==> config.mk <==
export PLATFORM = sky130hd
export DESIGN_NAME = fifo_wr_arbiter
export DESIGN_NICKNAME = d
export VERILOG_FILES = /design/src/rtl/fifo_wr_arbiter.sv
export SDC_FILE = /design/constraint.sdc
export NUM_CORES = 1
export LEC_CHECK = 0
export CAP_MARGIN = 40
export CORE_ASPECT_RATIO = 1.25
export CORE_MARGIN = 2
export CORE_UTILIZATION = 38
export CTS_CLUSTER_SIZE = 24
export DETAILED_ROUTE_END_ITERATION = 10
export PLACE_DENSITY = 0.88
export SKIP_CTS_REPAIR_TIMING = 1
export SLEW_MARGIN = 40
export SYNTH_ARGS = -nofsm -noshare
export SYNTH_HDL_FRONTEND = slang
export SYNTH_SLANG_ARGS = --single-unit
==> constraint.sdc <==
create_clock -name clk -period 2.25 [get_ports clk]
set_input_delay 0.45 -clock clk [delete_from_list [all_inputs] [get_ports clk]]
set_output_delay 0.45 -clock clk [all_outputs]
set_load 0.05 [all_outputs]
==> src/rtl/fifo_wr_arbiter.sv <==
// Round-robin arbiter sharing one FIFO write port among NUM_REQ producers.
// Registered outputs; never writes while the FIFO reports full.
module fifo_wr_arbiter #(
  parameter  int DATA_WIDTH = 8,
  parameter  int NUM_REQ    = 4,
  localparam int IDX_WIDTH  = $clog2(NUM_REQ)
) (
  input  logic                          clk,
  input  logic                          reset,
  input  logic [NUM_REQ-1:0]            req,
  input  logic [NUM_REQ*DATA_WIDTH-1:0] req_data,
  output logic [NUM_REQ-1:0]            gnt,
  input  logic                          fifo_full,
  output logic                          fifo_wr,
  output logic [DATA_WIDTH-1:0]         fifo_w_data,
  output logic [IDX_WIDTH-1:0]          last_idx,
  output logic                          busy
);

  typedef enum logic {ARB, WRITE} state_t;

  state_t                 state, state_d;
  logic [NUM_REQ-1:0]     gnt_d;
  logic                   wr_d;
  logic                   busy_d;
  logic [DATA_WIDTH-1:0]  data_d;
  logic [IDX_WIDTH-1:0]   last_d;
  logic [IDX_WIDTH-1:0]   win;
  logic [IDX_WIDTH-1:0]   cand;
  logic                   found;
  logic [DATA_WIDTH-1:0]  words [NUM_REQ];

  for (genvar g = 0; g < NUM_REQ; g++) begin : g_word
    assign words[g] = req_data[g*DATA_WIDTH +: DATA_WIDTH];
  end

  // Search starts just after the last winner, wrapping modulo NUM_REQ.
  always_comb begin
    win   = '0;
    cand  = '0;
    found = 1'b0;
    for (int k = 1; k <= NUM_REQ; k++) begin
      cand = IDX_WIDTH'((int'(last_idx) + k) % NUM_REQ);
      if (!found && req[cand]) begin
        found = 1'b1;
        win   = cand;
      end
    end
  end

  always_comb begin
    state_d = state;
    gnt_d   = '0;
    wr_d    = 1'b0;
    busy_d  = 1'b0;
    data_d  = fifo_w_data;
    last_d  = last_idx;
    unique case (state)
      ARB: begin
        if (found && !fifo_full) begin
          state_d = WRITE;
          gnt_d   = NUM_REQ'(1) << win;
          wr_d    = 1'b1;
          busy_d  = 1'b1;
          data_d  = words[win];
          last_d  = win;
        end
      end
      WRITE: begin
        state_d = ARB;
      end
    endcase
  end

  always_ff @(posedge clk or negedge reset) begin
    if (!reset) begin
      state       <= ARB;
      gnt         <= '0;
      fifo_wr     <= 1'b0;
      fifo_w_data <= '0;
      last_idx    <= IDX_WIDTH'(NUM_REQ - 1);
      busy        <= 1'b0;
    end else begin
      state       <= state_d;
      gnt         <= gnt_d;
      fifo_wr     <= wr_d;
      fifo_w_data <= data_d;
      last_idx    <= last_d;
      busy        <= busy_d;
    end
  end

endmodule

==> impl_metrics.tcl, run 1 <==
set metrics [dict create \
    status "finished, final reports clean" \
    synth_area_leaders "dfrtp_1 (33%), mux2_4 (9.0%), o211a_1 (8.0%)" \
    grt_pass1_wl_microns 4623 \
    synth_seq_cells 15 \
    synth.most_common_cell "dfrtp_1" \
    tns_ps 0 \
    critPathTopFamily "buffers and inverters" \
    endpoint_kind "output pin" \
    clockBufferDepth 2 \
    syn_area_sq_mm 0.001001 \
    grt_usage_pct 20.08 \
    fin_nets 199 \
    core_area_sq_mm 0.002477 \
    yosysWarnings 0 \
    worstPathArrival_ps 1710 \
    num_rows 20 \
    clock-sinks 15 \
    syn-mean-instance-area_sq_um 10.43 \
    netlist-cell-type-count 33 \
    ir_drop_mv 0.5454 \
    use_met1_pct 21.44 \
    max_cap_viol_count 0 \
    area_growth_pct 64.87 \
    crit_chain "clkdlybuf4s50_1" \
    dr.pass1.iters 4 \
    hp-class "register to register" \
    power_density_mw_per_mm2 831.5 \
    die_h_microns 61.38 \
    power_mw 1.372 \
    met2_usage_pct 37.52 \
    ant_nets 0 \
    crit_required_ps 1800 \
    avgViaCountPerCell 5.172 \
    die_width_microns 49.91 \
    fmax_mhz 463.0 \
    p_leak_nw 0.7235 \
    cts_max_level 1 \
    wl_per_cell_microns 14.12 \
    cp_max_fo 6 \
    fillCellCount 195 \
    worstSetupStartpointType "register" \
    hold_ws_ps 545.3 \
    dieArea_sq_mm 0.003063 \
    setup-violations-final 0 \
    gp_congestion 0.8987 \
    cpMaxStageDelayCell "clkdlybuf4s50_1" \
    synth_edf_count 0 \
    initial_utilization_pct 40.40 \
    clk_pin_slew_ps 80 \
    worst-path-buf-inv 1 \
    skew_ps 9.378 \
    seq_area_sq_um 377.9 \
    cts_root_buf "clkbuf_4" \
    cts_buffers 3 \
    portBuffers 54 \
    ff2ff_path_depth 5 \
    place_hpwl_microns 2175 \
    worstSetupPathType "register to output pin" \
    multi_input_area_sq_um 548.0 \
    insertion_delay_ps 290 \
    antenna_found_initial 0 \
    grt_pass1_vias 1083 \
    final.min_clock_period_ps 2160 \
    hold_depth 2 \
    final.period_utilization_pct 95.99 \
    busiest_layer "met2" \
    vias 993 \
    relSlewSlack_pct 55.14 \
    final_hold_viol_count 0 \
    diodes 0 \
    worst_slew_pin_slew_ps 670.8 \
    slew_violations 0 \
    drive_gt1_share_pct 19.50 \
    yosysTopAreaCell "dfrtp_1" \
    netlist_instances 96 \
    synth_nets 135 \
    drt_iter0_drc 24 \
    drt_wl_total_microns 2711 \
    yosysSeqAreaShare_pct 37.75 \
    use_met3_pct 3.641 \
    grt_max_degree 16 \
    grt_setup_unrepaired "false" \
    slowest_delay_ps 820 \
    cp.depth 1 \
    netlist.area_leader.share_pct 32.50 \
    synthArstFlopShare_pct 100.0 \
    io_pins 55 \
    drc 0 \
    yosys_most_used_dff "dfrtp_1" \
    grt_overflow_total 0 \
    cts_tree "done" \
    synth_common_cells "dfrtp_1 (13), inv_1 (11)" \
]
[path summary, 6_finish.rpt]
check / start / end / slack [ps]
max: last_idx[1] / last_idx[1] / 90
min: last_idx[1] / last_idx[1] / 550
max reg2reg: last_idx[0] / fifo_w_data[6] / 360
min reg2reg: last_idx[1] / last_idx[1] / 550
max in group asynchronous: reset / fifo_w_data[3] / 1250
min in group asynchronous: reset / fifo_w_data[7] / 560
[layer usage]
layer  vias up  share of wire, %  wire length (microns)
met5         -                 0                      0
met4         0               2.0                     55
met3         6               5.6                    151
met2        50                50                   1348
met1       463                43                   1155
li1        474                 -                      -
[cell type report]
class | instances | share of cell area [%]
clock buffer | 4 | 1.592
inverter | 11 | 2.502
multi-input combinational | 65 | 33.21
sequential | 15 | 22.90
tap | 33 | 2.502
timing repair buffer | 64 | 37.30
[cell usage in the layout (no fill, tap or decap), types with 2 or more instances in the layout]
cell type,Yosys,final
clkdlybuf4s50_1,0,54
dfrtp_1,13,13
inv_1,11,11
buf_4,2,10
o31ai_1,8,8
o211ai_1,8,8
nand2b_1,8,8
o211a_1,8,8
mux2_4,6,6
clkbuf_4,0,3
or2b_1,2,2
and2_1,2,2
nor3_1,2,2
mux2_2,2,2
nor2_1,2,2
dfstp_2,2,2
[per-stage QoR]
step	setup slack [ps]	instances	utilization (%)	cell area, sq um
2_1_floorplan	172.1	96	-	1001
5_1_grt	20.04	192	66.62	1650
4_1_cts	82.06	192	66.62	1650
6_report	90.16	192	66.62	1650
3_3_place_gp	-127.3	188	65.56	1624
3_5_place_dp	-170.7	188	65.56	1624
[logic make-up (layout without fill, tap and decap cells)]
| group | count (synthesis) | after routing | synth area share, % |
|---|---|---|---|
| buffers and inverters | 16 | 79 | 7.500 |
| muxes | 9 | 9 | 12.25 |
| DFF | 15 | 15 | 37.75 |
| and+or+nand+nor | 24 | 24 | 15.75 |
| AOI/OAI and AO/OA | 32 | 32 | 26.75 |
[registers in the layout, summed over array words and instances (netlist names)]
name         cells
fifo_w_data      8
gnt              4
last_idx         2
busy             1
[report_power, final]
| part | total, mW | internal (mW) | switching, mW |
|---|---|---|---|
| Combinational | 0.822 | 0.365 | 0.457 |
| Sequential | 0.394 | 0.346 | 0.0480 |
| Clock | 0.156 | 0.0688 | 0.0873 |
(Power assumes the default switching activity.)
==> inputs of run 2 (changes only) <==
- CORE_MARGIN: 2 -> default
- CORE_UTILIZATION: 38 -> 41
- PLACE_DENSITY: 0.88 -> 0.93
- clock period: 2.25 -> 2.58 ns (I/O delays scaled with it)
==> run 2 against run 1 <==
Combinational power fell by 15%. Die area shrank 14%. Critical path type is now primary input to register. Largest power group unchanged. Non-clock buffer count decreased by 6.
==> impl_metrics.tcl, run 2 (synthesis gave the netlist of run 1 again) <==
set metrics [dict create \
    status "finished, final reports clean" \
    tns_ps 0 \
    power_density_mw_per_mm2 736.1 \
    grt_pass1_vias 996 \
    cts_tree "done" \
    fillCellCount 182 \
    grt_usage_pct 23.43 \
    stdcell_count 184 \
    layout_common_cells "clkdlybuf4s50_1 (54), dfrtp_1 (13), inv_1 (11)" \
    final.period_utilization_pct 94.36 \
    p_leak_nw 0.6936 \
    insertion_delay_ps 280 \
    cpMaxStageDelayCell "clkdlybuf4s50_1" \
    wl_per_cell_microns 15.40 \
    ant_nets 0 \
    io_pins 55 \
    dieArea_sq_mm 0.002644 \
    crit_required_ps 2750 \
    fin_nets 193 \
    area_growth_pct 60.13 \
    place_area_sq_mm 0.001577 \
    largest_reg_flops 8 \
    met3_length_microns 157 \
    skew_ps 4.971 \
    post-route-util_pct 70.97 \
    final_area_sq_mm 0.001603 \
    largest-register "fifo_w_data" \
    drc 0 \
    clk_pin_slew_ps 90 \
    die_width_microns 46.20 \
    worstSetupStartpointType "primary input" \
    final_hold_viol_count 0 \
    setup-violations-final 0 \
    slew_violations 0 \
    final.min_clock_period_ps 2435 \
    pre_cts_ws_ps -122.3 \
    setup_ws_ps 145.4 \
    drt_wl_total_microns 2834 \
    cts_buffers 3 \
    reg_top3 "fifo_w_data (8), gnt (4), last_idx (2)" \
    routed.top_layer "met4" \
    cts_max_level 1 \
    worstSetupPathType "primary input to register" \
    gp_congestion 0.8856 \
    endpoint_kind "register" \
    grt_max_degree 22 \
    multi_input_area_sq_um 548.0 \
    clock-sinks 15 \
    die_h_microns 57.24 \
    hold_ws_ps 547.8 \
    layout_commonest_cell "clkdlybuf4s50_1" \
    cp_max_fo 21 \
    avgViaCountPerCell 5.321 \
    clockBufferDepth 2 \
    wl_met1_microns 1065 \
    cts_root_buf "clkbuf_4" \
    worst_slew_pin_slew_ps 695.8 \
    grt_setup_unrepaired "false" \
    ir_drop_mv 0.4285 \
    initial_utilization_pct 44.32 \
    worstPathArrival_ps 2600 \
    slowest_delay_ps 570 \
    crit_chain "clkdlybuf4s50_1, nor3b_2, or3_4, mux2_2, o211a_1" \
    place_hpwl_microns 2233 \
    vias 979 \
    relSlewSlack_pct 53.47 \
    placed_cells 180 \
    fmax_mhz 410.7 \
    grt_overflow_total 0 \
    max_cap_viol_count 0 \
    seq_area_sq_um 377.9 \
    hp-class "register to register" \
    drt_iter0_drc 13 \
    diodes 0 \
    grt_pass1_wl_microns 4395 \
    power_mw 1.180 \
    antenna_found_initial 0 \
    num_rows 19 \
    dr.pass1.iters 4 \
    wl_met2_microns 1554 \
    portBuffers 54 \
    drive_gt1_share_pct 16.34 \
    core_area_sq_mm 0.002258 \
]
run 2: changes by cell type in the layout (fill, tap and decap cells not counted), sizes merged:
cell  previous run  this run
buf             10         4
run 2: worst max-delay path: cells and delay by family:
family / cells / cell delay [ps]
simple gates: 2 / 920
buf+inv: 1 / 570
mux: 1 / 370
compound gates: 1 / 210
run 2: cell type report:
cell class,count,share of cell area (%)
Multi-Input combinational cell,65,34.19
Tap cell,31,2.420
Inverter,11,2.576
Clock buffer,4,1.639
Timing Repair Buffer,58,35.60
Sequential cell,15,23.58
run 2: path summary, 6_finish.rpt:
path,startpoint,end,slack [ps],cells past startpoint
min reg2reg,last_idx[0],last_idx[0],550,2
max in group asynchronous,reset,fifo_w_data[2],1490,1
min,last_idx[0],last_idx[0],550,2
max,req[1],fifo_w_data[0],150,5
max reg2reg,last_idx[0],fifo_w_data[0],570,4
min in group asynchronous,reset,gnt[2],640,1
run 2: where the power goes:
part           switching [mW]  internal [mW]  leakage [nW]
Combinational           0.399          0.301         0.502
Clock                  0.0753         0.0600        0.0150
Sequential             0.0425          0.302         0.176
run 2: metal layers:
layer	track usage, %	vias to the layer above
met3	3.797	8
li1	-	463
met5	0	-
met1	25.40	465
met4	12.61	0
met2	41.25	43
==> inputs of run 3 (changes only) <==
- SLEW_MARGIN: 40 -> default
==> results of run 3 <==
No change in the layout: final DEF, timing and power equal those of run 2.
